## config.mk

```make
export PLATFORM = sky130hd
export DESIGN_NAME = bin2oht_pipe_flat
export DESIGN_NICKNAME = d
export VERILOG_FILES = /design/src/rtl/bin2oht_pipe_if.sv /design/src/rtl/bin2oht_pipe.sv /design/src/flat_wrapper.sv
export SDC_FILE = /design/constraint.sdc
export NUM_CORES = 1
export LEC_CHECK = 0
export ABC_AREA = 1
export CELL_PAD_IN_SITES_DETAIL_PLACEMENT = 1
export CELL_PAD_IN_SITES_GLOBAL_PLACEMENT = 1
export CORE_UTILIZATION = 35
export DETAILED_ROUTE_END_ITERATION = 8
export PLACE_DENSITY_LB_ADDON = 0.2
export RECOVER_POWER = 50
export SYNTH_ARGS = -nofsm -noshare
export SYNTH_HDL_FRONTEND = slang
export SYNTH_SLANG_ARGS = --single-unit
export TNS_END_PERCENT = 30
```

## constraint.sdc

```tcl
create_clock -name clk -period 1.06 [get_ports clk]
set_input_delay 0.212 -clock clk [delete_from_list [all_inputs] [get_ports clk]]
set_output_delay 0.212 -clock clk [all_outputs]
set_load 0.01 [all_outputs]
```

## src/rtl/bin2oht_pipe_if.sv

```systemverilog
`default_nettype none
// ============================================================================
// Module   : bin2oht_pipe_if
// Brief    : Stream bundle for bin2oht_pipe (binary index in, one-hot out).
// Revision : 1.0 - initial release
// ============================================================================
interface bin2oht_pipe_if #(
    parameter int WIDTH = 32
);
    localparam int WIDTH_LOG = $clog2(WIDTH);

    logic                 s_vld;
    logic                 s_rdy;
    logic [WIDTH_LOG-1:0] s_bin;
    logic                 s_ena;
    logic                 m_vld;
    logic                 m_rdy;
    logic [WIDTH-1:0]     m_oht;

    modport master (
        output s_vld, s_bin, s_ena, m_rdy,
        input  s_rdy, m_vld, m_oht
    );

    modport slave (
        input  s_vld, s_bin, s_ena, m_rdy,
        output s_rdy, m_vld, m_oht
    );
endinterface
`default_nettype wire

```

## src/rtl/bin2oht_pipe.sv

```systemverilog
`default_nettype none
// ============================================================================
// Module   : bin2oht_pipe
// Brief    : Pipelined tree binary-to-one-hot decoder, one register stage per
//            SPLIT_LOG-bit digit, valid/ready on both sides.
// Revision : 1.0 - initial release
// ============================================================================
module bin2oht_pipe #(
    parameter int WIDTH = 32,
    parameter int SPLIT = 2
) (
    input  logic          clk,
    input  logic          rst,
    bin2oht_pipe_if.slave bus
);
    localparam int WIDTH_LOG = $clog2(WIDTH);
    localparam int SPLIT_LOG = $clog2(SPLIT);
    localparam int LEVELS    = (SPLIT_LOG > 0) ? (WIDTH_LOG / SPLIT_LOG) : 1;

    if ((SPLIT < 2) || ((SPLIT & (SPLIT - 1)) != 0) || (WIDTH != SPLIT ** LEVELS)) begin : g_param_check
        $fatal(1, "bin2oht_pipe: WIDTH must equal SPLIT**LEVELS, SPLIT a power of two >= 2");
    end

    for (genvar i = 0; i < LEVELS; i++) begin : g_stage
        localparam int OW = SPLIT ** (i + 1);          // one-hot bits held here
        localparam int IW = OW / SPLIT;                // one-hot bits from parent
        localparam int RW = (LEVELS - i - 1) * SPLIT_LOG;

        logic                    r_vld;
        logic [OW-1:0]           r_oht;
        logic                    w_vld_in;
        logic                    w_rdy;
        logic                    w_rdy_dn;
        logic [IW-1:0]           w_par;
        logic [RW+SPLIT_LOG-1:0] w_bin;
        logic [OW-1:0]           w_oht_nxt;

        // Stage 1 sees the enable as a single-bit parent one-hot.
        if (i == 0) begin : g_src_in
            assign w_vld_in = bus.s_vld;
            assign w_par    = bus.s_ena;
            assign w_bin    = bus.s_bin;
        end else begin : g_src_stage
            assign w_vld_in = g_stage[i-1].r_vld;
            assign w_par    = g_stage[i-1].r_oht;
            assign w_bin    = g_stage[i-1].g_rem.r_rem;
        end

        if (i == LEVELS - 1) begin : g_rdy_out
            assign w_rdy_dn = bus.m_rdy;
        end else begin : g_rdy_stage
            assign w_rdy_dn = g_stage[i+1].w_rdy;
        end

        // An empty stage always accepts, so bubbles collapse under stall.
        assign w_rdy = ~r_vld | w_rdy_dn;

        always_comb begin
            w_oht_nxt = '0;
            for (int p = 0; p < IW; p++) begin
                for (int j = 0; j < SPLIT; j++) begin
                    w_oht_nxt[p*SPLIT+j] = w_par[p]
                        & (w_bin[RW+SPLIT_LOG-1 -: SPLIT_LOG] == SPLIT_LOG'(j));
                end
            end
        end

        always_ff @(posedge clk) begin
            if (rst) begin
                r_vld <= 1'b0;
                r_oht <= '0;
            end else if (w_rdy) begin
                r_vld <= w_vld_in;
                if (w_vld_in) begin
                    r_oht <= w_oht_nxt;
                end
            end
        end

        if (RW > 0) begin : g_rem
            logic [RW-1:0] r_rem;

            always_ff @(posedge clk) begin
                if (rst) begin
                    r_rem <= '0;
                end else if (w_rdy && w_vld_in) begin
                    r_rem <= w_bin[RW-1:0];
                end
            end
        end
    end

    assign bus.s_rdy = g_stage[0].w_rdy;
    assign bus.m_vld = g_stage[LEVELS-1].r_vld;
    assign bus.m_oht = g_stage[LEVELS-1].r_oht;
endmodule
`default_nettype wire

```

## src/flat_wrapper.sv

```systemverilog
// flat-port wrapper written by rule: the top's interface ports become plain ports
module bin2oht_pipe_flat 
#(
    parameter int WIDTH = 32,
    parameter int SPLIT = 2
)
  (clk, rst, bus_s_vld, bus_s_bin, bus_s_ena, bus_m_rdy, bus_s_rdy, bus_m_vld, bus_m_oht);
  bin2oht_pipe_if #(.WIDTH(WIDTH)) bus_i ();
  input  logic clk;
  input  logic rst;
  input wire logic [$bits(bus_i.s_vld)-1:0] bus_s_vld;
  input wire logic [$bits(bus_i.s_bin)-1:0] bus_s_bin;
  input wire logic [$bits(bus_i.s_ena)-1:0] bus_s_ena;
  input wire logic [$bits(bus_i.m_rdy)-1:0] bus_m_rdy;
  output wire logic [$bits(bus_i.s_rdy)-1:0] bus_s_rdy;
  output wire logic [$bits(bus_i.m_vld)-1:0] bus_m_vld;
  output wire logic [$bits(bus_i.m_oht)-1:0] bus_m_oht;
  assign bus_i.s_vld = bus_s_vld;
  assign bus_i.s_bin = bus_s_bin;
  assign bus_i.s_ena = bus_s_ena;
  assign bus_i.m_rdy = bus_m_rdy;
  assign bus_s_rdy = bus_i.s_rdy;
  assign bus_m_vld = bus_i.m_vld;
  assign bus_m_oht = bus_i.m_oht;
  bin2oht_pipe #(.WIDTH(WIDTH), .SPLIT(SPLIT)) u_core (.clk(clk), .rst(rst), .bus(bus_i));
endmodule
```

# Word level (Yosys, flattened, before mapping)
# Cells that the tools add are included.
# classes
addsub	0
n_mul	0
div_mod_pow	0
magnitude_cmp	0
n_eq_ne	0
n_shift	0
muxes	0
n_bitwise	77
reduce_logical	9
# op_table
op	n
bitwise AND 1 bit	62
NOT 1 bit	10
AND reduction 2 bit	5
bitwise OR 1 bit	5
logical AND 1 bit	4
# word_totals
regBits	77
latchBits	0
ram_bits	0
mem_bits_ro	0
inputBits	10
output_inout_bits	34
wordCells	100
mem_count	0

# Logic depth before layout (Yosys ltp)
# Gate-level depths: netlist of the first run.
# logic_depth
ltp_word	7
depth_mapped	9

# Worst setup path before layout of the first run
# OpenSTA, ideal clock, no wires.
# synth_path
path_kind	reg-to-reg
start	register u_core.g_stage[4].r_vld (netlist: u_core.bus.m_vld)
end	register u_core.g_stage[2].r_oht[0]
setup_time_ns	0.128
arrival_time_ns	1.101
slack_ns	-0.169
stages_incl_launch_ff	9
path_cell_list	dfxtp_1 > inv_1 > nor2_4 > nand3_2 > nand2_2 > inv_2 > buf_6 > o21ai_1 > nor2_1
# synth_via
elab_chain_len	5
# synth_lines
item	line_no	text
from (decl)	bin2oht_pipe.sv:29	logic r_vld;
from (signal assigned)	bin2oht_pipe.sv:73	r_vld <= w_vld_in;
NOT 1 bit	bin2oht_pipe.sv:56	assign w_rdy = ~r_vld | w_rdy_dn;
bitwise OR 1 bit (3 in series)	bin2oht_pipe.sv:56	
AND reduction 2 bit (no source line)	--	
to (signal assigned)	bin2oht_pipe.sv:75	r_oht <= w_oht_nxt;
to (decl)	bin2oht_pipe.sv:30	logic [OW-1:0] r_oht;
# No other way between the ends.
# A chain may end at the register's enable or synchronous reset.

# Worst setup path after layout of the first run
# layout_path
start	register u_core.g_stage[4].r_vld (netlist: u_core.bus.m_vld)
end	register u_core.g_stage[4].r_oht[10] (netlist: u_core.bus.m_oht[10])
# layout_via
elab_chain_len	3
# layout_lines
item	line_no
NOT 1 bit	bin2oht_pipe.sv:56
bitwise OR 1 bit	bin2oht_pipe.sv:56
AND reduction 2 bit (no source line)	--
to (signal assigned)	bin2oht_pipe.sv:75
to (decl)	bin2oht_pipe.sv:30
# No other way between the ends.

==> reports/qor.yml, run 1 <==
run_status:
  status: "finished with violations"
  failed_checks: "setup timing"
synth:
  netlist_top_cells_area: "dfxtp_1 52%, a21oi_1 11%, nand2_1 11%"
  synth_top_area_share_pct: 52.43
  synth_top_area_cell: "dfxtp_1"
  yosysWarnings: 0
  synth.ff_latch_count: 77
  syn_nets: 384
  seq_area_frac_synth_pct: 52.43
  syn_area_um2: 2940
  synth.distinct_cells: 21
  avgSynthCellArea_um2: 7.862
  synthCells: 374
power:
  combinationalPowerShare_pct: 7.1
  sw_frac_of_total_pct: 24.25
  pwr-share-clk_pct: 38.7
  p_leak_uw: 0.001547
  powerDensity_nw_per_um2: 1332
  ir_worst_vdd_mv: 0.6768
  p_int_uw: 4178
  p_switching_uw: 1338
  p_seq_share_pct: 54.2
sta:
  timing.final.crit_period_ns: 1.347
  report.final.setup_viol: 75
  whs_ns: 0.3229
  timing.final.crit_share_pct: 127.1
  drv_slew: 0
  fmax_ghz: 0.7423
  worst_pin_slew_ns: 0.3469
  fin_skew_ns: 0.009327
  final.setup.worst_slack_ns: -0.2871
  grt_setup_unrepaired: "true"
  relSlewSlack_pct: 76.88
  hold_viol_final: 0
route:
  vias: 2730
  drt_iter0_markers: 62
  met3_wirelength_um: 303
  routed_wl_mm: 8.154
  drc: 0
  route.met2.wl_mm: 4.113
  ant_nets: 0
  top_layer: "met4"
  met1Wirelength_mm: 3.605
  vias_per_cell: 4.973
  firstDrtPassIters: 4
  wire_per_inst_um: 14.85
critical_path:
  r2r-end: "u_core.bus.m_oht[10]"
  cpMostUsedCell: "buf_6"
  cp_top_family: "buffers and inverters"
  crit_buf_inv: 4
  crit_chain: "buf_6, inv_4, nor2_4, nor2_2, buf_6, clkbuf_16, nand3_1, a21oi_1"
  cp-end-kind: "flip-flop"
  r2r_cells: 8
  rrSetupSlack_ns: -0.29
  slowest_delay_ns: 0.36
  worst_ep_required_time_ns: 1.33
  crit_arrival_ns: 1.62
  worstSetupPathType: "flip-flop to flip-flop"
  critPathMaxFanout: 7
  path_depth: 8
  r2r-start: "u_core.bus.m_vld"
  cp_slowest_cell: "dfxtp_4"
  startpoint_type: "flip-flop"
finish:
  final-instance-count-excl-fill: 549
  syn_to_final_growth_pct: 40.85
  final_layout_size_suffix_gt1_share_pct: 40.77
  num_antenna_cells: 0
  n_fill_cell: 973
  finalCoreUtilization_pct: 50.66
  fin_nets: 450
hold_path:
  hp-class: "input pin to flip-flop"
  min_path_cells: 3
  worstHoldStart: "rst"
  holdPathEnd: "u_core.g_stage[3].r_oht[15]"
floorplanning:
  rows: 33
  io_pins: 44
  start_util_pct: 35.97
  die_h_um: 93.66
  die_w_um: 93.66
  dieArea_um2: 8771
  core_area_um2: 8175
global_route:
  grt_max_degree: 27
  antenna_found_initial: 0
  grt_pass1_wl_mm: 12.74
  grt_pass1_vias: 2664
  grt_use_total_pct: 18.74
  grt_remaining_overflow: 0
clock_network:
  cts_buffer_depth: 2
  numClockSinks: 77
  root_buffer: "clkbuf_8"
  cts-buffers-inserted: 9
  ctsHoldBuffers: 0
  clk_pin_slew_ns: 0.08
  cts_tree: "done"
  cts_max_level: 3
  worstSkewPairLatency_ns: 0.35
placement:
  port-buffer-count: 43
  hpwl_mm: 4.640
  dp.cells: 523
  gp_congestion: 0.6953
job:
  drv_cap: 0
==> cell families after synthesis <==
| group | share of synthesized area [%] |
|---|---|
| compound gates | 13.45 |
| flops | 52.43 |
| buf+inv | 7.489 |
| simple gates | 26.64 |
==> cells in the final DEF (no fill, tap or decap), drive strengths merged, types with 4 or more instances in the layout <==
cell and count:
nand2 86, dfxtp 77, buf 68, a21oi 67, nand3 63, nor2 26, inv 16, clkbuf 14
o21ai 12, clkdlybuf4s50 7, clkinv 4
==> Yosys cell counts <==
cell      instances
a21oi_1          67
buf_1             1
buf_2             6
buf_4             5
buf_6             4
clkbuf_1          9
clkinv_1          2
dfxtp_1          77
inv_1            12
inv_2             3
inv_4             1
nand2_1          83
nand2_2           3
nand3_1          60
nand3_2           2
nand3_4           1
nor2_1           23
nor2_2            1
nor2_4            2
o21ai_0           4
o21ai_1           8
==> worst register-to-register path, cell delays in order (launching register included) <==
cell	delay (ns)
dfxtp_4	0.36
buf_6	0.12
inv_4	0.05
nor2_4	0.03
nor2_2	0.10
buf_6	0.19
clkbuf_16	0.20
nand3_1	0.10
a21oi_1	0.14
==> power by group through the flow <==
stage	Combinational [uW]	Sequential [uW]	Clock [uW]
finish	391	2990	2140
global route	436	3000	2320
CTS	350	2990	2180
detailed placement	323	3050	0
global placement	312	3050	0
floorplan	206	3050	0
==> state kept, by name (all words and copies together) (netlist names) <==
signal,count
u_core.g_stage.r_oht,30
u_core.bus.m_oht,32
u_core.g_stage.r_vld,4
u_core.g_stage.g_rem.r_rem,10
u_core.bus.m_vld,1
==> through the flow <==
step | area [um^2] | TNS [ns] | worst slack [ns] | power, uW
after floorplan | 2953 | -2.563 | -0.08966 | 3252
after global routing | 4141 | -17.13 | -0.3439 | 5757
after detailed placement | 3580 | -38.76 | -0.7304 | 3378
final | 4141 | -12.13 | -0.2871 | 5516
after global placement | 3580 | -37.31 | -0.7358 | 3365
after CTS | 3822 | -12.10 | -0.2766 | 5521
==> per-layer routing <==
| layer | global-route usage (%) | vias up |
|---|---|---|
| met3 | 4.612 | 11 |
| met5 | 0 | - |
| li1 | - | 1372 |
| met4 | 6.923 | 0 |
| met2 | 31.92 | 51 |
| met1 | 22.82 | 1296 |
==> final cells by class <==
cell class | instances | area [um^2] | share of cell area, %
clock buffer | 11 | 131.4 | 3.172
clock inverter | 4 | 50.05 | 1.208
inverter | 18 | 92.59 | 2.236
multi-input combinational | 254 | 1436 | 34.68
sequential | 77 | 1585 | 38.28
tap | 105 | 131.4 | 3.172
timing repair buffer | 79 | 705.7 | 17.04
timing repair inverter | 1 | 8.758 | 0.2115
==> repair_timing <==
action                                  in CTS  in global routing
endpoints found under the setup margin     108                 80
gates cloned                                 2                  4
resized for setup                          196                 56
buffers inserted                             5                  0
pin swaps                                    3                 10
==> worst max path at each step <==
stage,to,from
2_1_floorplan,u_core.g_stage[2].r_oht[0],u_core.bus.m_vld
3_3_place_gp,bus_s_rdy,bus_m_rdy
3_5_place_dp,bus_s_rdy,bus_m_rdy
4_1_cts,bus_s_rdy,u_core.bus.m_vld
5_1_grt,u_core.bus.m_oht[10],u_core.g_stage[3].r_vld
6_report,u_core.bus.m_oht[10],u_core.bus.m_vld
No activity file was read; power rests on OpenSTA's default activity.
==> run 2: changes to the inputs <==
--- a/config.mk
+++ b/config.mk
@@ -9,7 +9,9 @@
 export CELL_PAD_IN_SITES_DETAIL_PLACEMENT = 1
 export CELL_PAD_IN_SITES_GLOBAL_PLACEMENT = 1
 export CORE_UTILIZATION = 35
+export CTS_BUF_LIST = sky130_fd_sc_hd__clkbuf_16
 export DETAILED_ROUTE_END_ITERATION = 8
+export GPL_TIMING_DRIVEN = 0
 export PLACE_DENSITY_LB_ADDON = 0.2
 export RECOVER_POWER = 50
 export SYNTH_ARGS = -nofsm -noshare
==> run 2 against run 1 <==
Fmax fell by 6.0%. Via count up 1.3%. Worst setup slack lost 0.087 ns. Clock skew decreased by 0.0023 ns. The run still ends with setup timing left. Final cell count increased by 1.3%. Hold slack worse by 0.0030 ns. Count of clock-buffer cells in the layout is 2 lower. Total power rose by 15%. Combinational power shrank 5.9%.
==> reports/qor.yml, run 2 (synthesized netlist as in run 1, its figures left out) <==
run_status:
  status: "finished with violations"
  failed_checks: "setup timing"
critical_path:
  r2r_cells: 8
  r2r-start: "u_core.bus.m_vld"
  crit_arrival_ns: 1.22
  critPathMaxFanout: 3
  rrSetupSlack_ns: -0.33
  cp-end-kind: "output pin"
  r2r-end: "u_core.bus.m_oht[28]"
  worstSetupPathType: "flip-flop to output pin"
  worst_ep_required_time_ns: 0.85
  startpoint_type: "flip-flop"
power:
  p_leak_uw: 0.001519
  power.total_uw: 6356
  powerDensity_nw_per_um2: 1572
  ir_worst_vdd_mv: 0.8179
hold_path:
  worstHoldStart: "rst"
  min_path_cells: 2
  hp-class: "input pin to flip-flop"
  holdPathEnd: "u_core.bus.m_oht[29]"
clock_network:
  ctsHoldBuffers: 0
  clk_pin_slew_ns: 0.06
  cts_max_level: 3
  cts-buffers-inserted: 9
  cts_tree: "done"
  cts_buffer_depth: 2
  root_buffer: "clkbuf_16"
  worstSkewPairLatency_ns: 0.33
  numClockSinks: 77
finish:
  n_fill_cell: 989
  fin_nets: 456
  mostFrequentLayoutCell: "nand2_1"
  num_antenna_cells: 0
  final_cell_mix: "77 x nand2_1, 68 x dfxtp_1, 57 x nand3_1, 53 x a21oi_1, 22 x nor2_1"
  syn_to_final_growth_pct: 37.49
  finalCoreUtilization_pct: 49.45
  final-instance-count-excl-fill: 556
  final_layout_size_suffix_gt1_share_pct: 28.82
  largest_reg_flops: 32
route:
  routed_wl_mm: 8.160
  wire_per_inst_um: 14.68
  ant_nets: 0
  drt_iter0_markers: 64
  vias_per_cell: 4.973
  firstDrtPassIters: 4
  vias: 2765
  drc: 0
floorplanning:
  dieArea_um2: 8771
  die_h_um: 93.66
  die_w_um: 93.66
  rows: 33
  core_area_um2: 8175
  start_util_pct: 35.97
  io_pins: 44
sta:
  setup_tns_ns: -17.95
  hold_viol_final: 0
  fin_skew_ns: 0.006990
  worst_pin_slew_ns: 0.5559
  timing.final.crit_period_ns: 1.434
  final.setup.worst_slack_ns: -0.3738
  relSlewSlack_pct: 62.94
  timing.final.crit_share_pct: 135.3
  report.final.setup_viol: 77
  whs_ns: 0.3199
  fmax_ghz: 0.6975
  grt_setup_unrepaired: "true"
  drv_slew: 0
global_route:
  grt_pass1_wl_mm: 12.75
  grt_pass1_vias: 2694
  grt_max_degree: 13
  grt_remaining_overflow: 0
  antenna_found_initial: 0
  grt_use_total_pct: 18.90
placement:
  dp.cells: 521
  port-buffer-count: 42
  gp_congestion: 0.7091
  hpwl_mm: 5.120
job:
  drv_cap: 0
[run 2: changes by cell type in the layout (fill, tap and decap cells not counted), sizes merged]
cell,before,now
buf,68,52
clkbuf,14,35
clkinv,4,5
clkinvlp,2,0
inv,16,19
[run 2: critical path, stage by stage, from the launching register on]
cell and delay, ns:
dfxtp_2 0.37, inv_2 0.07, nor2_4 0.14, nand3_4 0.08, buf_6 0.13, buf_6 0.11
[run 2: metrics by stage]
step | setup slack (ns) | cell area (um^2)
after floorplan | -0.08966 | 2953
after global placement | -0.9714 | 3505
after detailed placement | -0.9805 | 3505
after CTS | -0.3762 | 3784
after global routing | -0.4172 | 4043
final | -0.3738 | 4043
[run 2: how the worst max path moves through the flow]
stage                            startpoint                    endpoint  slack [ns]  cells after the start
global placement                  bus_m_rdy                   bus_s_rdy       -0.97                      7
global route        u_core.g_stage[3].r_vld                   bus_s_rdy       -0.42                      5
detailed placement                bus_m_rdy                   bus_s_rdy       -0.98                      7
floorplan                  u_core.bus.m_vld  u_core.g_stage[2].r_oht[0]       -0.09                      8
CTS                 u_core.g_stage[3].r_vld                   bus_s_rdy       -0.38                      5
finish              u_core.g_stage[2].r_vld                   bus_s_rdy       -0.37                      5
[run 2: cell type report]
class / instances / area [um^2] / share of cell area [%]
clock buffers: 9 / 225.2 / 5.571
plain buffers: 24 / 190.2 / 4.704
repair buffers: 62 / 478.0 / 11.82
multi-input cells: 254 / 1316 / 32.56
clock inverters: 7 / 58.81 / 1.455
well taps: 105 / 131.4 / 3.250
inverters: 18 / 85.08 / 2.105
flip-flops and latches: 77 / 1558 / 38.53
[run 2: per-layer routing]
metal,track usage [%],up-vias,share of wire (%)
met4,8.077,0,1.7
met3,2.913,12,2.6
met1,22.37,1323,44
met2,33.76,42,51
met5,0,-,0
li1,-,1388,-
[run 2: where the power goes]
| part | internal [uW] | switching [uW] | leakage (uW) |
|---|---|---|---|
| clock | 1790 | 1190 | 0.000151 |
| sequential | 2950 | 57.9 | 0.000629 |
| combinational | 154 | 214 | 0.000739 |
[run 2: what timing repair did]
action	4_1_cts	5_1_grt
pin swaps	3	9
buffers inserted	8	6
resized for setup	171	41
setup endpoints to repair	108	78
gates cloned	2	4
